File: config.mk
export PLATFORM = sky130hd
export DESIGN_NAME = par_serializer
export DESIGN_NICKNAME = d
export VERILOG_FILES = /design/src/rtl/par_serializer_pkg.sv /design/src/rtl/ser_word_buf.sv /design/src/rtl/par_serializer.sv
export SDC_FILE = /design/constraint.sdc
export NUM_CORES = 1
export LEC_CHECK = 0
export CAP_MARGIN = 20
export CELL_PAD_IN_SITES_DETAIL_PLACEMENT = 0
export CELL_PAD_IN_SITES_GLOBAL_PLACEMENT = 1
export CORE_MARGIN = 2
export CORE_UTILIZATION = 47
export CTS_BUF_LIST = sky130_fd_sc_hd__clkbuf_16
export DETAILED_ROUTE_END_ITERATION = 7
export PLACE_DENSITY_LB_ADDON = 0.1
export SLEW_MARGIN = 20
export SYNTH_ARGS = -nofsm -noshare
export SYNTH_HDL_FRONTEND = slang
export SYNTH_SLANG_ARGS = --single-unit
File: constraint.sdc
create_clock -name clk_i -period 4.42 [get_ports clk_i]
set_input_delay 0.442 -clock clk_i [delete_from_list [all_inputs] [get_ports clk_i]]
set_output_delay 0.442 -clock clk_i [all_outputs]
set_load 0.005 [all_outputs]
File: src/rtl/par_serializer_pkg.sv
// Shared types and helpers for the parallel-to-serial converter.
// Length decode and legality rules live here so every file agrees.
package par_serializer_pkg;

  typedef enum logic [0:0] {
    IDLE  = 1'b0,
    SHIFT = 1'b1
  } state_t;

  // A zero length field encodes a full-width word.
  function automatic int unsigned decode_len(
    input int unsigned mod,
    input int unsigned data_w
  );
    return (mod == 0) ? data_w : mod;
  endfunction

  function automatic logic len_legal(
    input int unsigned len,
    input int unsigned min_len
  );
    return (len >= min_len);
  endfunction

endpackage

File: src/rtl/ser_word_buf.sv
// One-entry holding buffer for the serializer: word, length, full flag.
// Push wins over pop so a same-cycle refill never loses a word.
module ser_word_buf #(
  parameter int unsigned DATA_W = 16,
  parameter int unsigned LEN_W  = 5
) (
  input  logic              clk_i,
  input  logic              rst_n_i,
  input  logic              push_i,
  input  logic              pop_i,
  input  logic [DATA_W-1:0] data_i,
  input  logic [LEN_W-1:0]  len_i,
  output logic              full_o,
  output logic [DATA_W-1:0] data_o,
  output logic [LEN_W-1:0]  len_o
);

  logic              full_q;
  logic [DATA_W-1:0] data_q;
  logic [LEN_W-1:0]  len_q;

  always_ff @(posedge clk_i or negedge rst_n_i) begin
    if (!rst_n_i) begin
      full_q <= 1'b0;
      data_q <= '0;
      len_q  <= '0;
    end else if (push_i) begin
      full_q <= 1'b1;
      data_q <= data_i;
      len_q  <= len_i;
    end else if (pop_i) begin
      full_q <= 1'b0;
    end
  end

  assign full_o = full_q;
  assign data_o = data_q;
  assign len_o  = len_q;

endmodule

File: src/rtl/par_serializer.sv
// Parallel word to bit-stream converter with a one-word holding buffer,
// giving gap-free back-to-back words on the serial side.
module par_serializer
  import par_serializer_pkg::*;
#(
  parameter int unsigned DATA_W    = 16,
  parameter int unsigned MIN_LEN   = 3,
  parameter bit          MSB_FIRST = 1'b1
) (
  input  logic                      clk_i,
  input  logic                      rst_n_i,
  input  logic [DATA_W-1:0]         data_i,
  input  logic [$clog2(DATA_W)-1:0] data_mod_i,
  input  logic                      data_val_i,
  output logic                      ready_o,
  output logic                      ser_data_o,
  output logic                      ser_data_val_o,
  output logic                      busy_o,
  output logic                      err_o
);

  localparam int unsigned MOD_W = $clog2(DATA_W);
  localparam int unsigned LEN_W = MOD_W + 1;

  state_t            state_q, state_d;
  logic [DATA_W-1:0] sreg_q, sreg_d;
  logic [LEN_W-1:0]  cnt_q, cnt_d;
  logic              err_q;

  logic              buf_full;
  logic [DATA_W-1:0] buf_data;
  logic [LEN_W-1:0]  buf_len;
  logic              push, pop;

  logic [LEN_W-1:0]  in_len;
  logic              in_legal;
  logic              accept;
  logic              acc_ok;
  logic              shifting;
  logic              last;
  logic              free;
  logic              ld_buf;
  logic              ld_in;
  logic              step;

  assign in_len   = LEN_W'(decode_len(32'(data_mod_i), DATA_W));
  assign in_legal = len_legal(32'(in_len), MIN_LEN);

  assign ready_o  = !buf_full;
  assign accept   = data_val_i && ready_o;
  assign acc_ok   = accept && in_legal;

  assign shifting = (state_q == SHIFT);
  assign last     = shifting && (cnt_q == LEN_W'(1));
  assign free     = !shifting || last;

  // The buffered word always goes before a newly offered one.
  assign ld_buf   = free && buf_full;
  assign ld_in    = free && !buf_full && acc_ok;
  assign step     = shifting && !last;

  assign push     = step && acc_ok;
  assign pop      = ld_buf;

  always_comb begin
    state_d = state_q;
    sreg_d  = sreg_q;
    cnt_d   = cnt_q;
    unique case (1'b1)
      ld_buf: begin
        state_d = SHIFT;
        sreg_d  = buf_data;
        cnt_d   = buf_len;
      end
      ld_in: begin
        state_d = SHIFT;
        sreg_d  = data_i;
        cnt_d   = in_len;
      end
      step: begin
        sreg_d  = MSB_FIRST ? (sreg_q << 1)
                            : (sreg_q >> 1);
        cnt_d   = cnt_q - LEN_W'(1);
      end
      default: begin
        state_d = IDLE;
      end
    endcase
  end

  always_ff @(posedge clk_i or negedge rst_n_i) begin
    if (!rst_n_i) begin
      state_q <= IDLE;
      sreg_q  <= '0;
      cnt_q   <= '0;
      err_q   <= 1'b0;
    end else begin
      state_q <= state_d;
      sreg_q  <= sreg_d;
      cnt_q   <= cnt_d;
      err_q   <= accept && !in_legal;
    end
  end

  ser_word_buf #(
    .DATA_W (DATA_W),
    .LEN_W  (LEN_W)
  ) u_buf (
    .clk_i   (clk_i),
    .rst_n_i (rst_n_i),
    .push_i  (push),
    .pop_i   (pop),
    .data_i  (data_i),
    .len_i   (in_len),
    .full_o  (buf_full),
    .data_o  (buf_data),
    .len_o   (buf_len)
  );

  // Outputs come from registered state only, so reset clears them at once.
  assign ser_data_val_o = shifting;
  assign ser_data_o     = shifting &&
                          (MSB_FIRST ? sreg_q[DATA_W-1]
                                     : sreg_q[0]);
  assign busy_o         = shifting || buf_full;
  assign err_o          = err_q;

endmodule

# Word level (Yosys, flattened, before mapping)
# Index checks and enable logic that the tools add are counted.
# word_totals
output_inout_bits	5
inputBits	23
word_cells	36
regBits	45
# classes
n_reduce_logical	20
order_cmp	1
muxes	6
n_addsub	1
eq_ne	1
# op_table
cell	n
16-bit case mux with 3 select lines	1
5-bit case mux with 3 select lines	1
1-bit logical AND	10
5-bit by 1-bit equality test with 1-bit output, second input constant	1
5-bit by 2-bit >= comparator with 1-bit output, second input constant	1
5-bit two-way mux	1
5-bit by 1-bit subtractor with 5-bit output, second input constant	1
1-bit logical NOT	4
4-bit logical NOT	1
3-bit nonzero test	1
1-bit logical OR	2
1-bit two-way mux	2
1-bit case mux with 2 select lines	1
2-bit nonzero test	1
2-bit OR reduction	1

# Logic depth before layout (Yosys ltp)
# depth
word_depth	7
depth_mapped	8
ltp_nobuf	6

# Modules after synthesis
# Synthesis repeated with hierarchy kept, for this count alone.
# unflattened
cells_unflattened	200
hier_area_um2	2172.1
# by_module_without_submodules
mod	area_per_inst_um2	instances	cells_each
par_serializer	1351.3	1	153
ser_word_buf	820.8	1	47

# Worst setup path before layout
# Ideal clock, no wire load.
# synth_timing
kind	reg2reg
from	register cnt_q[1]
to	register u_buf.data_q[10] (netlist: u_buf.data_o[10])
arrival_time_ns	1.826
path_stages_with_launch	8
period_less_slack_ns	1.954
t_required_ns	4.293
setup_slack_ns	2.466
path_cell_list	dfrtp_1 inv_1 ha_1 or4b_4 buf_6 o2111ai_2 buf_6 mux2_1
# synth_between
elab_chain_len	5
# synth_lines
element	line_no	text
start: declaration	par_serializer.sv:27	logic [LEN_W-1:0] cnt_q, cnt_d;
start signal: assignment	par_serializer.sv:100	cnt_q <= cnt_d;
5-bit by 1-bit equality test with 1-bit output	par_serializer.sv:54	assign last = shifting && (cnt_q == LEN_W'(1));
1-bit logical AND	par_serializer.sv:54	
1-bit logical NOT	par_serializer.sv:60	assign step = shifting && !last;
1-bit logical AND	par_serializer.sv:60	
1-bit logical AND	par_serializer.sv:62	assign push = step && acc_ok;
end signal: assignment	ser_word_buf.sv:29	data_q <= data_i;
end: declaration	ser_word_buf.sv:19	logic [DATA_W-1:0] data_q;
# Every way passes these cells.
# A chain may end at the register's enable or synchronous reset.

# Worst setup path after layout
# layout_timing
from	register cnt_q[1]
to	register u_buf.data_q[5] (netlist: u_buf.data_o[5])
# Same word-level chain as after synthesis.

==> results.md <==
- Status: finished clean
- Final ANT Viol Nets: 0
- RSZ-0062 raised after global routing: no
- Critical path's slowest cell: or4b_4
- Register area share after synthesis: 50.7%
- WL/cell: 18.9 um
- Setup WS post-layout: 2.04 ns
- LEAKAGE: 1.10 nW
- Die Ht: 72.7 um
- Layout cell share with drive strength beyond 1: 9.68%
- Xor-xnor portion of the synthesized cell area: 1.18%
- Syn avg cell area: 11.6 um2
- Crit path DAT: 2.55 ns
- Synth area leaders: dfrtp_1, mux2_1, o221a_1
- FF-to-FF End: u_buf.data_o[5]
- First-pass GRT wire length: 8420 um
- Met2 Use GR: 34.0%
- Critical Path RT: 4.59 ns
- Commonest non-fill, non-tap cells in the layout: dfrtp_1, clkdlybuf4s50_1, nor2_1, mux2_1, o21ai_1
- CP peak stage delay: 0.63 ns
- Crit path capture type: flip-flop
- Slew HR: 61.5%
- DR vias/cell: 5.98
- Min-Delay Path Class: primary input to async pin
- Syn Nets: 216
- Final hold vios: 0
- Num CTS Buffers: 5
- Setup tns final: 0 ns
- Die Span X: 72.7 um
- Complex-gate fraction of the synthesized area: 17.6%
- Drt first-iter violations: 131
- Largest net degree at the start of global routing: 46
- DP HPWL: 3220 um
- M3 GR Usage: 3.31%
- CP startpoint: cnt_q[1]
- Clk sinks: 45
- Fmax: 0.420 GHz
- Core area: 0.00463 mm2
- H-tree depth: 2
- Cell taking the most area after synthesis: dfrtp_1
- WS Path Type: flip-flop to flip-flop
- Antenna Cells: 0
- Die area: 0.00529 mm2
- Drt pass-1 iters: 4
- Synth warn: 0
- Cell-by-cell trace of the critical path: inv_1 > ha_1 > or4b_4 > o2111ai_2 > buf_4 > mux2_1
- Setup Buffers After CTS: 0
- Tmin final: 2.38 ns
- Fin nets: 241
- Worst Reg-to-Reg Cells: 6
- Area grow syn2layout: 18.2%
- Commonest non-fill, non-tap cell in the layout: dfrtp_1
- Ports: 28
- Slew @ Worst Pin: 0.578 ns
- Longest Clk Path Bufs: 2
- Initial Util: 48.0%
- Synth Register Bits: 45
- CP Max Fanout: 18
- Main synth FF type: dfrtp_1
- Final setup violation count: 0
- DRT Wirelength: 5120 um
- GP Congestion: 0.883
- Synth unique cells: 41
- Cell count after synthesis: 191
- Post-Syn Area: 0.00222 mm2
- FP Rows: 25
- PD cells: 623 mW/mm2
- Worst skew pair latency: 0.29 ns
- Largest family of logic cells by synthesized area: compound AO/OA/AOI/OAI gates
- Post-synthesis async set-or-reset flop share: 100%
- CTS tree: yes
- Most used routing layer: met2
- Clock slew at reported path FFs: 0.06 ns
- Gr usage total: 21.3%
- CTS root buffer: clkbuf_16
- GR Layer Usage met1: 28.1%
- Crit path launch type: flip-flop
- Vias in the first global route: 1691
- Share of the synthesized area in the top cell type: 50.7%
- Final Cycle Share: 53.9%
- Worst flop-to-flop path startpoint: cnt_q[1]
- CP endpoint: u_buf.data_o[5]
- Worst reg-to-reg setup slack: 2.04 ns
- Worst Skew: 0.00927 ns
- Routed via count: 1620
- Simple-Gate Fraction of Synth Area: 13.4%
- Mux cell area share after synthesis: 11.1%
- Peak VDD IR: 0.341 mV
- Slew Limit Fails: 0
- Max-cap violations: 0
- DP Worst Slack: 1.85 ns
- Post-synthesis adder-cell area fraction: 1.13%
- IO buf count: 27
- DR DRC count: 0
- Post_cts resized: 0
- Initial antenna violation count: 0
- Total grt overflow: 0
- Post-synth EDFFs: 0
- # hold bufs at CTS: 0
cell usage after synthesis, types with 2 or more instances:
library cell,n
dfrtp_1,45
o221ai_1,2
mux2_1,20
buf_6,6
a21oi_1,3
nand2_1,4
o21ai_0,2
buf_2,2
xnor2_1,2
nor2_1,20
ha_1,2
clkbuf_1,3
o221a_1,15
a2bb2oi_1,2
nor3_1,2
o21ai_1,17
o22ai_1,2
a211oi_1,2
inv_1,4
nand3_1,15
per-layer routing:
metal	vias up	routed length (um)	share of wire, %
met5	-	0	0
met4	0	107	2.1
met3	9	167	3.3
met2	31	2530	49
met1	817	2320	45
li1	763	-	-
worst min-delay path by stage:
stage / end / startpoint
after global routing: cnt_q[2] / rst_n_i
after CTS: sreg_q[7] / rst_n_i
after floorplan: cnt_q[0] / rst_n_i
final: cnt_q[3] / rst_n_i
after detailed placement: u_buf.len_o[4] / u_buf.len_o[4]
after global placement: u_buf.len_o[4] / u_buf.len_o[4]
cells by family (layout without fill, tap and decap cells):
kind of cell    after synthesis  after routing
simple gates                 53             53
flops                        45             45
fa+ha+maj                     2              2
buf+inv                      16             42
compound gates               50             50
xor+xnor                      3              3
mux                          22             22
critical path, delay by kind of cell (launching register included):
family | cells | cell delay (ns)
DFF | 1 | 0.39
AOI/OAI and AO/OA | 1 | 0.29
and+or+nand+nor | 1 | 0.63
adders and majority gates | 1 | 0.16
muxes | 1 | 0.35
buffers and inverters | 2 | 0.42
power breakdown:
part | switching, mW | leakage (nW) | total, mW | internal, mW
sequential | 0.114 | 0.556 | 0.704 | 0.591
combinational | 0.275 | 0.470 | 0.570 | 0.295
clock | 0.156 | 0.0748 | 0.361 | 0.205
sequential cells by signal, indices dropped and copies added, names as in the netlist:
signal and flops:
sreg_q 16, err_o 1, ser_data_val_o 1, u_buf.data_o 16, cnt_q 5, u_buf.full_o 1
u_buf.len_o 5
area by class of cell:
class / instances / area (um2)
fill: 421 / 2000
timing repair buffer: 30 / 290
tap: 54 / 67.6
multi-input combinational: 130 / 987
sequential: 45 / 1130
inverter: 4 / 15.0
clock buffer: 5 / 125
clock inverter: 3 / 13.8
per-stage QoR:
step / power (mW) / hold slack, ns / util [%] / instances / cell area [um2]
after floorplan: 1.13 / 0.146 / - / 191 / 2220
after global placement: 1.26 / 0.467 / 53.6 / 263 / 2480
after detailed placement: 1.29 / 0.475 / 53.6 / 263 / 2480
after CTS: 1.65 / 0.374 / 56.6 / 271 / 2620
after global routing: 1.75 / 0.198 / 56.7 / 271 / 2630
final: 1.64 / 0.154 / 56.7 / 271 / 2630
No activity file was read; power rests on OpenSTA's default activity.
